[src/rtl/mac_cfg_loader.sv]
// mac_cfg_loader: serial configuration loader for a row of MAC blocks.
//
// A bit-serial stream (LSB first, block 0 first) is assembled into one
// {init_val, conf} word per block in shadow registers. Once every block's word
// has arrived, the whole set is committed to cfg_out in a single cycle. If any
// word carried the illegal mode 2'b11, cfg_out is left untouched. mac_en is
// held low whenever a load or commit is in progress.
//
// Ports:
//   clk        - clock, rising edge
//   rst        - asynchronous active-low reset
//   cfg_start  - pulse: begin or restart a load
//   cfg_bit    - serial config data
//   cfg_valid  - cfg_bit qualifier
//   cfg_ready  - loader is accepting bits (LOAD state)
//   en_in      - fabric enable request
//   cfg_out    - committed config, block i at [(i+1)*W-1 : i*W]
//   mac_en     - enable to all MAC blocks
//   cfg_done   - one-cycle pulse after a successful commit
//   cfg_err    - sticky illegal-mode flag for the current/last load
//   loaded     - a valid config has been committed since reset

`ifndef MAC_ACC_WIDTH
`define MAC_ACC_WIDTH 32
`endif
`ifndef MAC_CONF_WIDTH
`define MAC_CONF_WIDTH 3
`endif

module mac_cfg_loader #(
  parameter int unsigned ACC_WIDTH  = `MAC_ACC_WIDTH,
  parameter int unsigned CONF_WIDTH = `MAC_CONF_WIDTH,
  parameter int unsigned NUM_BLOCKS = 4
) (
  input  logic                                          clk,
  input  logic                                          rst,
  input  logic                                          cfg_start,
  input  logic                                          cfg_bit,
  input  logic                                          cfg_valid,
  output logic                                          cfg_ready,
  input  logic                                          en_in,
  output logic [NUM_BLOCKS*(ACC_WIDTH+CONF_WIDTH)-1:0]  cfg_out,
  output logic                                          mac_en,
  output logic                                          cfg_done,
  output logic                                          cfg_err,
  output logic                                          loaded
);

  localparam int unsigned W    = ACC_WIDTH + CONF_WIDTH;
  localparam int unsigned TotW = NUM_BLOCKS * W;
  localparam int unsigned CntW = $clog2(W + 1);
  localparam int unsigned IdxW = $clog2(NUM_BLOCKS + 1);

  localparam logic [1:0] StIdle   = 2'd0;
  localparam logic [1:0] StLoad   = 2'd1;
  localparam logic [1:0] StCommit = 2'd2;

  localparam logic [CntW-1:0] CntLast = CntW'(W - 1);
  localparam logic [IdxW-1:0] IdxLast = IdxW'(NUM_BLOCKS - 1);

  logic [1:0]      state_q, state_d;
  logic [CntW-1:0] cnt_q, cnt_d;
  logic [IdxW-1:0] idx_q, idx_d;
  logic [W-2:0]    asm_q, asm_d;
  logic [TotW-1:0] shadow_q, shadow_d;
  logic [TotW-1:0] cfg_out_q, cfg_out_d;
  logic            err_q, err_d;
  logic            loaded_q, loaded_d;
  logic            done_q, done_d;
  logic [W-1:0]    word;

  // Bits shift in from the top, so after W bits the first one sits at bit 0.
  // The assembly register holds only the W-1 bits preceding the current one.
  assign word = {cfg_bit, asm_q};

  always_comb begin
    state_d   = state_q;
    cnt_d     = cnt_q;
    idx_d     = idx_q;
    asm_d     = asm_q;
    shadow_d  = shadow_q;
    cfg_out_d = cfg_out_q;
    err_d     = err_q;
    loaded_d  = loaded_q;
    done_d    = 1'b0;

    case (state_q)
      StIdle: begin
        if (cfg_start) begin
          state_d  = StLoad;
          cnt_d    = '0;
          idx_d    = '0;
          err_d    = 1'b0;
          shadow_d = '0;
        end
      end
      StLoad: begin
        if (cfg_start) begin
          // Restart: the bit presented alongside the start is dropped.
          cnt_d    = '0;
          idx_d    = '0;
          err_d    = 1'b0;
          shadow_d = '0;
        end else if (cfg_valid) begin
          asm_d = word[W-1:1];
          if (cnt_q == CntLast) begin
            cnt_d = '0;
            for (int i = 0; i < NUM_BLOCKS; i++) begin
              if (idx_q == IdxW'(i)) begin
                shadow_d[i*W +: W] = word;
              end
            end
            if (word[1:0] == 2'b11) begin
              err_d = 1'b1;
            end
            if (idx_q == IdxLast) begin
              state_d = StCommit;
            end else begin
              idx_d = idx_q + 1'b1;
            end
          end else begin
            cnt_d = cnt_q + 1'b1;
          end
        end
      end
      StCommit: begin
        if (!err_q) begin
          cfg_out_d = shadow_q;
          loaded_d  = 1'b1;
          done_d    = 1'b1;
        end
        state_d = StIdle;
      end
      default: begin
        state_d = StIdle;
      end
    endcase
  end

  always_ff @(posedge clk or negedge rst) begin
    if (!rst) begin
      state_q   <= StIdle;
      cnt_q     <= '0;
      idx_q     <= '0;
      asm_q     <= '0;
      shadow_q  <= '0;
      cfg_out_q <= '0;
      err_q     <= 1'b0;
      loaded_q  <= 1'b0;
      done_q    <= 1'b0;
    end else begin
      state_q   <= state_d;
      cnt_q     <= cnt_d;
      idx_q     <= idx_d;
      asm_q     <= asm_d;
      shadow_q  <= shadow_d;
      cfg_out_q <= cfg_out_d;
      err_q     <= err_d;
      loaded_q  <= loaded_d;
      done_q    <= done_d;
    end
  end

  assign cfg_ready = (state_q == StLoad);
  assign mac_en    = en_in && (state_q == StIdle) && loaded_q;
  assign cfg_out   = cfg_out_q;
  assign cfg_done  = done_q;
  assign cfg_err   = err_q;
  assign loaded    = loaded_q;

endmodule

[config.mk]
export PLATFORM = sky130hd
export DESIGN_NAME = mac_cfg_loader
export DESIGN_NICKNAME = d
export VERILOG_FILES = /design/src/rtl/mac_cfg_loader.sv
export SDC_FILE = /design/constraint.sdc
export NUM_CORES = 1
export LEC_CHECK = 0
export CAP_MARGIN = 15
export CORE_ASPECT_RATIO = 0.75
export CORE_MARGIN = 10
export CORE_UTILIZATION = 55
export CTS_BUF_LIST = sky130_fd_sc_hd__clkbuf_4
export CTS_CLUSTER_SIZE = 30
export DETAILED_ROUTE_END_ITERATION = 8
export GPL_ROUTABILITY_DRIVEN = 0
export PLACE_DENSITY = 0.78
export SYNTH_ARGS = -nofsm -noshare
export SYNTH_HDL_FRONTEND = slang
export SYNTH_SLANG_ARGS = --single-unit
[constraint.sdc]
create_clock -name clk -period 2.4 [get_ports clk]
set_input_delay 0.48 -clock clk [delete_from_list [all_inputs] [get_ports clk]]
set_output_delay 0.48 -clock clk [all_outputs]
set_load 0.01 [all_outputs]
# Yosys cells after proc, flatten, opt, wreduce, memory -nomap -nowiden
# Index checks and enable logic that the tools add are counted.
[word_totals]
mem_bits_ro = 0
reg_bits = 328
latch_bits = 0
memories = 0
ram_bits = 0
[op_classes]
n_div = 0
n_reduce_logical = 15
n_lt_le_gt_ge = 0
n_eq_ne = 20
shift = 0
n_bitwise = 2
mul = 0
n_addsub = 2
mux = 34
[op_table]
columns = ["cell", "n"]
rows = [
  ["140-bit two-way mux", 4],
  ["140-bit one-hot mux with 2 select lines", 1],
  ["35-bit two-way mux", 4],
  ["5-bit AND reduction", 7],
  ["6-bit two-way mux", 4],
  ["3-bit by 2-bit inequality test with 1-bit output (second input constant)", 6],
  ["3-bit two-way mux", 5],
  ["6-bit one-hot mux with 2 select lines", 1],
  ["2-bit two-way mux", 5],
  ["1-bit two-way mux", 7],
  ["6-bit by 1-bit adder with 6-bit output (second input constant)", 1],
  ["3-bit by 2-bit == test with 1-bit output (second input constant)", 2],
  ["6-bit == test (second input constant)", 1],
  ["2-bit inequality test (second input constant)", 3],
  ["3-bit inequality test (second input constant)", 2],
  ["3-bit one-hot mux with 2 select lines", 1],
  ["3-bit AND reduction", 2],
  ["2-bit == test (second input constant)", 2],
  ["2-bit by 1-bit inequality test with 1-bit output (second input constant)", 2],
  ["2-bit one-hot mux with 2 select lines", 1],
  ["3-bit by 1-bit adder with 3-bit output (second input constant)", 1],
  ["3-bit by 1-bit == test with 1-bit output (second input constant)", 1],
  ["3-bit logical NOT", 1],
  ["2-bit by 1-bit == test with 1-bit output (second input constant)", 1],
  ["other kinds (6)", 8],
]

# Longest topological paths before layout
[depth]
ltp_word = 6
depth_mapped = 7
depth_no_buf = 5

# Worst setup path before layout
# OpenSTA, ideal clock, no wires.
[synth_path]
kind = "input-to-reg"
from = "input port cfg_start"
to = "register asm_q[24]"
setup_time_ns = 0.125
path_stages = 5
arrival_time_ns = 1.679
path_slack_ns = 0.597
cell_sequence = "nor3b_2 and2_1 buf_4 buf_4 mux2_2"
[synth_via]
elab_chain_cells = 2
[synth_rtl]
columns = ["element", "line", "source"]
rows = [
  ["from (decl)", "37", "input logic cfg_start,"],
  ["1-bit inverter (no line)", "--", ""],
  ["3-bit AND reduction (no line)", "--", ""],
  ["to (signal assigned)", "155", "asm_q <= asm_d;"],
  ["to (decl)", "64", "logic [W-2:0] asm_q, asm_d;"],
]
# Every way passes these cells.
# A chain may end at the register's enable or synchronous reset.

# Worst setup path in the final report
[layout_path]
from = "register state_q[1]"
to = "output port cfg_ready"
[layout_via]
elab_chain_cells = 1
[layout_rtl]
columns = ["element", "line", "source"]
rows = [
  ["from (decl)", "61", "logic [1:0] state_q, state_d;"],
  ["from (signal assigned)", "142", "state_q <= StIdle;"],
  ["from (signal assigned)", "152", "state_q <= state_d;"],
  ["2-bit by 1-bit == test with 1-bit output", "164", "assign cfg_ready = (state_q == StLoad);"],
  ["to (decl)", "40", "output logic cfg_ready,"],
]
# Every way passes these cells.

==> flow_summary.yaml <==
status:
  status: "finished, final reports clean"
place:
  numPortBuffers: 150
  dp_slack_ns: 0.0296
  dpl.cell_count: 1365
  dp_hpwl_mm: 18.7
timing:
  finClkSkew_ns: 0.0557
  worst_slack_ns: 0.152
  drv_slew: 0
  finalSetupViolations: 0
  rsz0062_at_grt: "no"
  hold_slack_ns: 0.355
  period_minus_slack_ns: 2.25
  timing.fmax_ghz: 0.445
  finalCritPeriodShare: 0.937
  hold_viol: 0
  worst_slew_pin_slew_ns: 0.545
  slew_headroom: 0.637
  fin_setup_tns_ns: 0
logic_synthesis:
  ys.flop_type: "dfrtp_1"
  syn_area_per_cell_sq_um: 14.0
  syn_inst: 939
  synth.cell_area_sq_um: 13100
  ys_seq_elements: 328
  ys_warn_count: 0
  synthArstFlopShare: 1.00
  syn-num-nets: 952
  synth_edf_count: 0
  ys_types: 37
  ys_seq_area_frac: 0.626
drt:
  post_drt_wl_per_cell_um: 19.0
  firstDrtPassIters: 4
  detail-route-antenna-nets: 0
  drt_wl_total_mm: 28.5
  avgViaCountPerCell: 5.34
  drc_errors: 0
  drt_iter0_drc: 528
  vias: 8003
worst_setup_path:
  cp-start-kind: "flop"
  cp_data_arrival_time_ns: 1.77
  end_kind: "output port"
  r2r_end: "shadow_q[19]$_DFFE_PN0P_"
  path_max_fanout: 3
  crit_start: "state_q[1]$_DFFE_PN0P_"
  worstPathRequired_ns: 1.92
  r2r_cells: 6
  crit_type: "reg2out"
  timing.rr.start: "state_q[1]$_DFFE_PN0P_"
  ff2ff_setup_slack_ns: 0.31
clock_tree:
  path_clk_slew_ns: 0.07
  h-tree-depth: 3
  cts_buffer_depth: 3
  cts-root-buf: "clkbuf_4"
  cts_buffers: 78
  cts_tree: "yes"
  cts_sinks: 328
  insertion_delay_ns: 0.69
floorplanning:
  ios: 151
  dieWidth_um: 198
  die-height_um: 154
  rows: 48
  fp.dieArea_sq_um: 30500
  initial_utilization: 0.564
  fp.coreArea_sq_um: 23200
grt:
  grt_pass1_wl_mm: 46.9
  grt_util_all_layers: 0.189
  grt_max_degree: 76
  grt_pass1_vias: 8687
  antenna_found_initial: 0
  grt-ovfl-total: 0
pwr:
  powerDensity_nw_per_um2: 694
  p_leak_nw: 8.34
  max-vdd-ir-drop_mv: 0.390
hold_path:
  min_path_type: "in2async"
cells_and_area:
  num_antenna_cells: 0
  layout_commonest_cell: "dfrtp_1"
  area_delta_synth_final_pct: 22.4
  final_cell_mix: "326 x dfrtp_1, 181 x nand2_1, 174 x mux2_2"
  instances_no_fill: 1499
  nNetsFinal: 1162
  drive_gt1_frac: 0.279
job:
  drv_cap: 0
## how the worst max path moves through the flow
stage / slack [ns] / end / cells after the start
CTS: 0.04 / cfg_ready / 2
finish: 0.15 / cfg_ready / 2
detailed placement: 0.03 / shadow_q[12]$_DFFE_PN0P_ / 6
global route: 0.03 / cfg_ready / 2
global placement: 0.06 / shadow_q[73]$_DFFE_PN0P_ / 6
floorplan: 0.60 / asm_q[24]$_DFFE_PN0P_ / 5
## sequential cells by signal (all words and copies together) (netlist names)
name,flops
state_q,2
idx_q,3
cfg_done,1
shadow_q,140
cnt_q,6
asm_q,34
cfg_err,1
loaded,1
cfg_out,140
## cells by family (layout without fill, tap and decap cells)
family,after synthesis,count (layout),share of synthesized area
buffers and inverters,60,320,0.0331
DFF,328,328,0.626
adders and majority gates,7,7,0.00668
AOI/OAI and AO/OA,14,14,0.00821
xor gates and xnor gates,4,4,0.00267
and+or+nand+nor,212,212,0.0665
muxes,314,314,0.256
## stage by stage
step                      power, mW  area [sq um]  utilization
final                          11.1         16000        0.690
after global placement         6.68         15000        0.646
after CTS                      11.3         16000        0.689
after floorplan                6.41         13100            -
after detailed placement       6.70         15000        0.646
after global routing           11.7         16000        0.690
## cell type report
cell class                 count  area [sq um]
multi-input combinational    551          4480
clock buffer                 109           818
clock inverter                21           163
timing repair buffer         184          1960
sequential                   328          8210
fill                        1645          7210
inverter                       6          22.5
tap                          300           375
## metal layers
layer	vias to the layer above	wire length, um	GRT usage
met2	175	13000	0.278
met4	0	306	0.0548
met5	-	0	0
li1	3681	-	-
met3	32	1650	0.0552
met1	4115	13600	0.266
## power breakdown
| group | internal [mW] | switching (mW) |
|---|---|---|
| combinational | 0.302 | 0.451 |
| sequential | 5.72 | 0.134 |
| clock | 2.41 | 2.11 |
## cells in the mapped netlist, types with 2 or more instances
cell      instances  share of area
nor3b_2           2         0.0019
or2_2             2        0.00095
buf_2            14         0.0053
nand2_1         181          0.052
buf_6             5         0.0043
and2_1            2        0.00095
clkbuf_1         21         0.0060
nor2_1            7         0.0020
buf_4             2         0.0011
buf_1             3        0.00086
buf_12            9          0.014
xnor2_1           4         0.0027
o31ai_1           2         0.0011
ha_1              7         0.0067
mux2_2          174           0.15
nor3_1            4         0.0015
inv_1             6         0.0017
o21ai_0           4         0.0015
o41ai_1           2         0.0013
nand3_1           3         0.0011
nand4_1           3         0.0014
mux2i_1         140           0.11
dfrtp_1         328           0.63
## worst max-delay path, cell delays in order, from the launching register on
cell             delay [ns]
dfrtp_2                0.44
nor2b_1                0.12
clkdlybuf4s50_1        0.55
## repair_timing
item,in CTS,in global routing
hold buffers,1,0
hold endpoints to repair,51,0
endpoints found under the setup margin,2,1
setup buffers,1,2
resized for setup,3,0
Power figures use the tool's default switching activity.
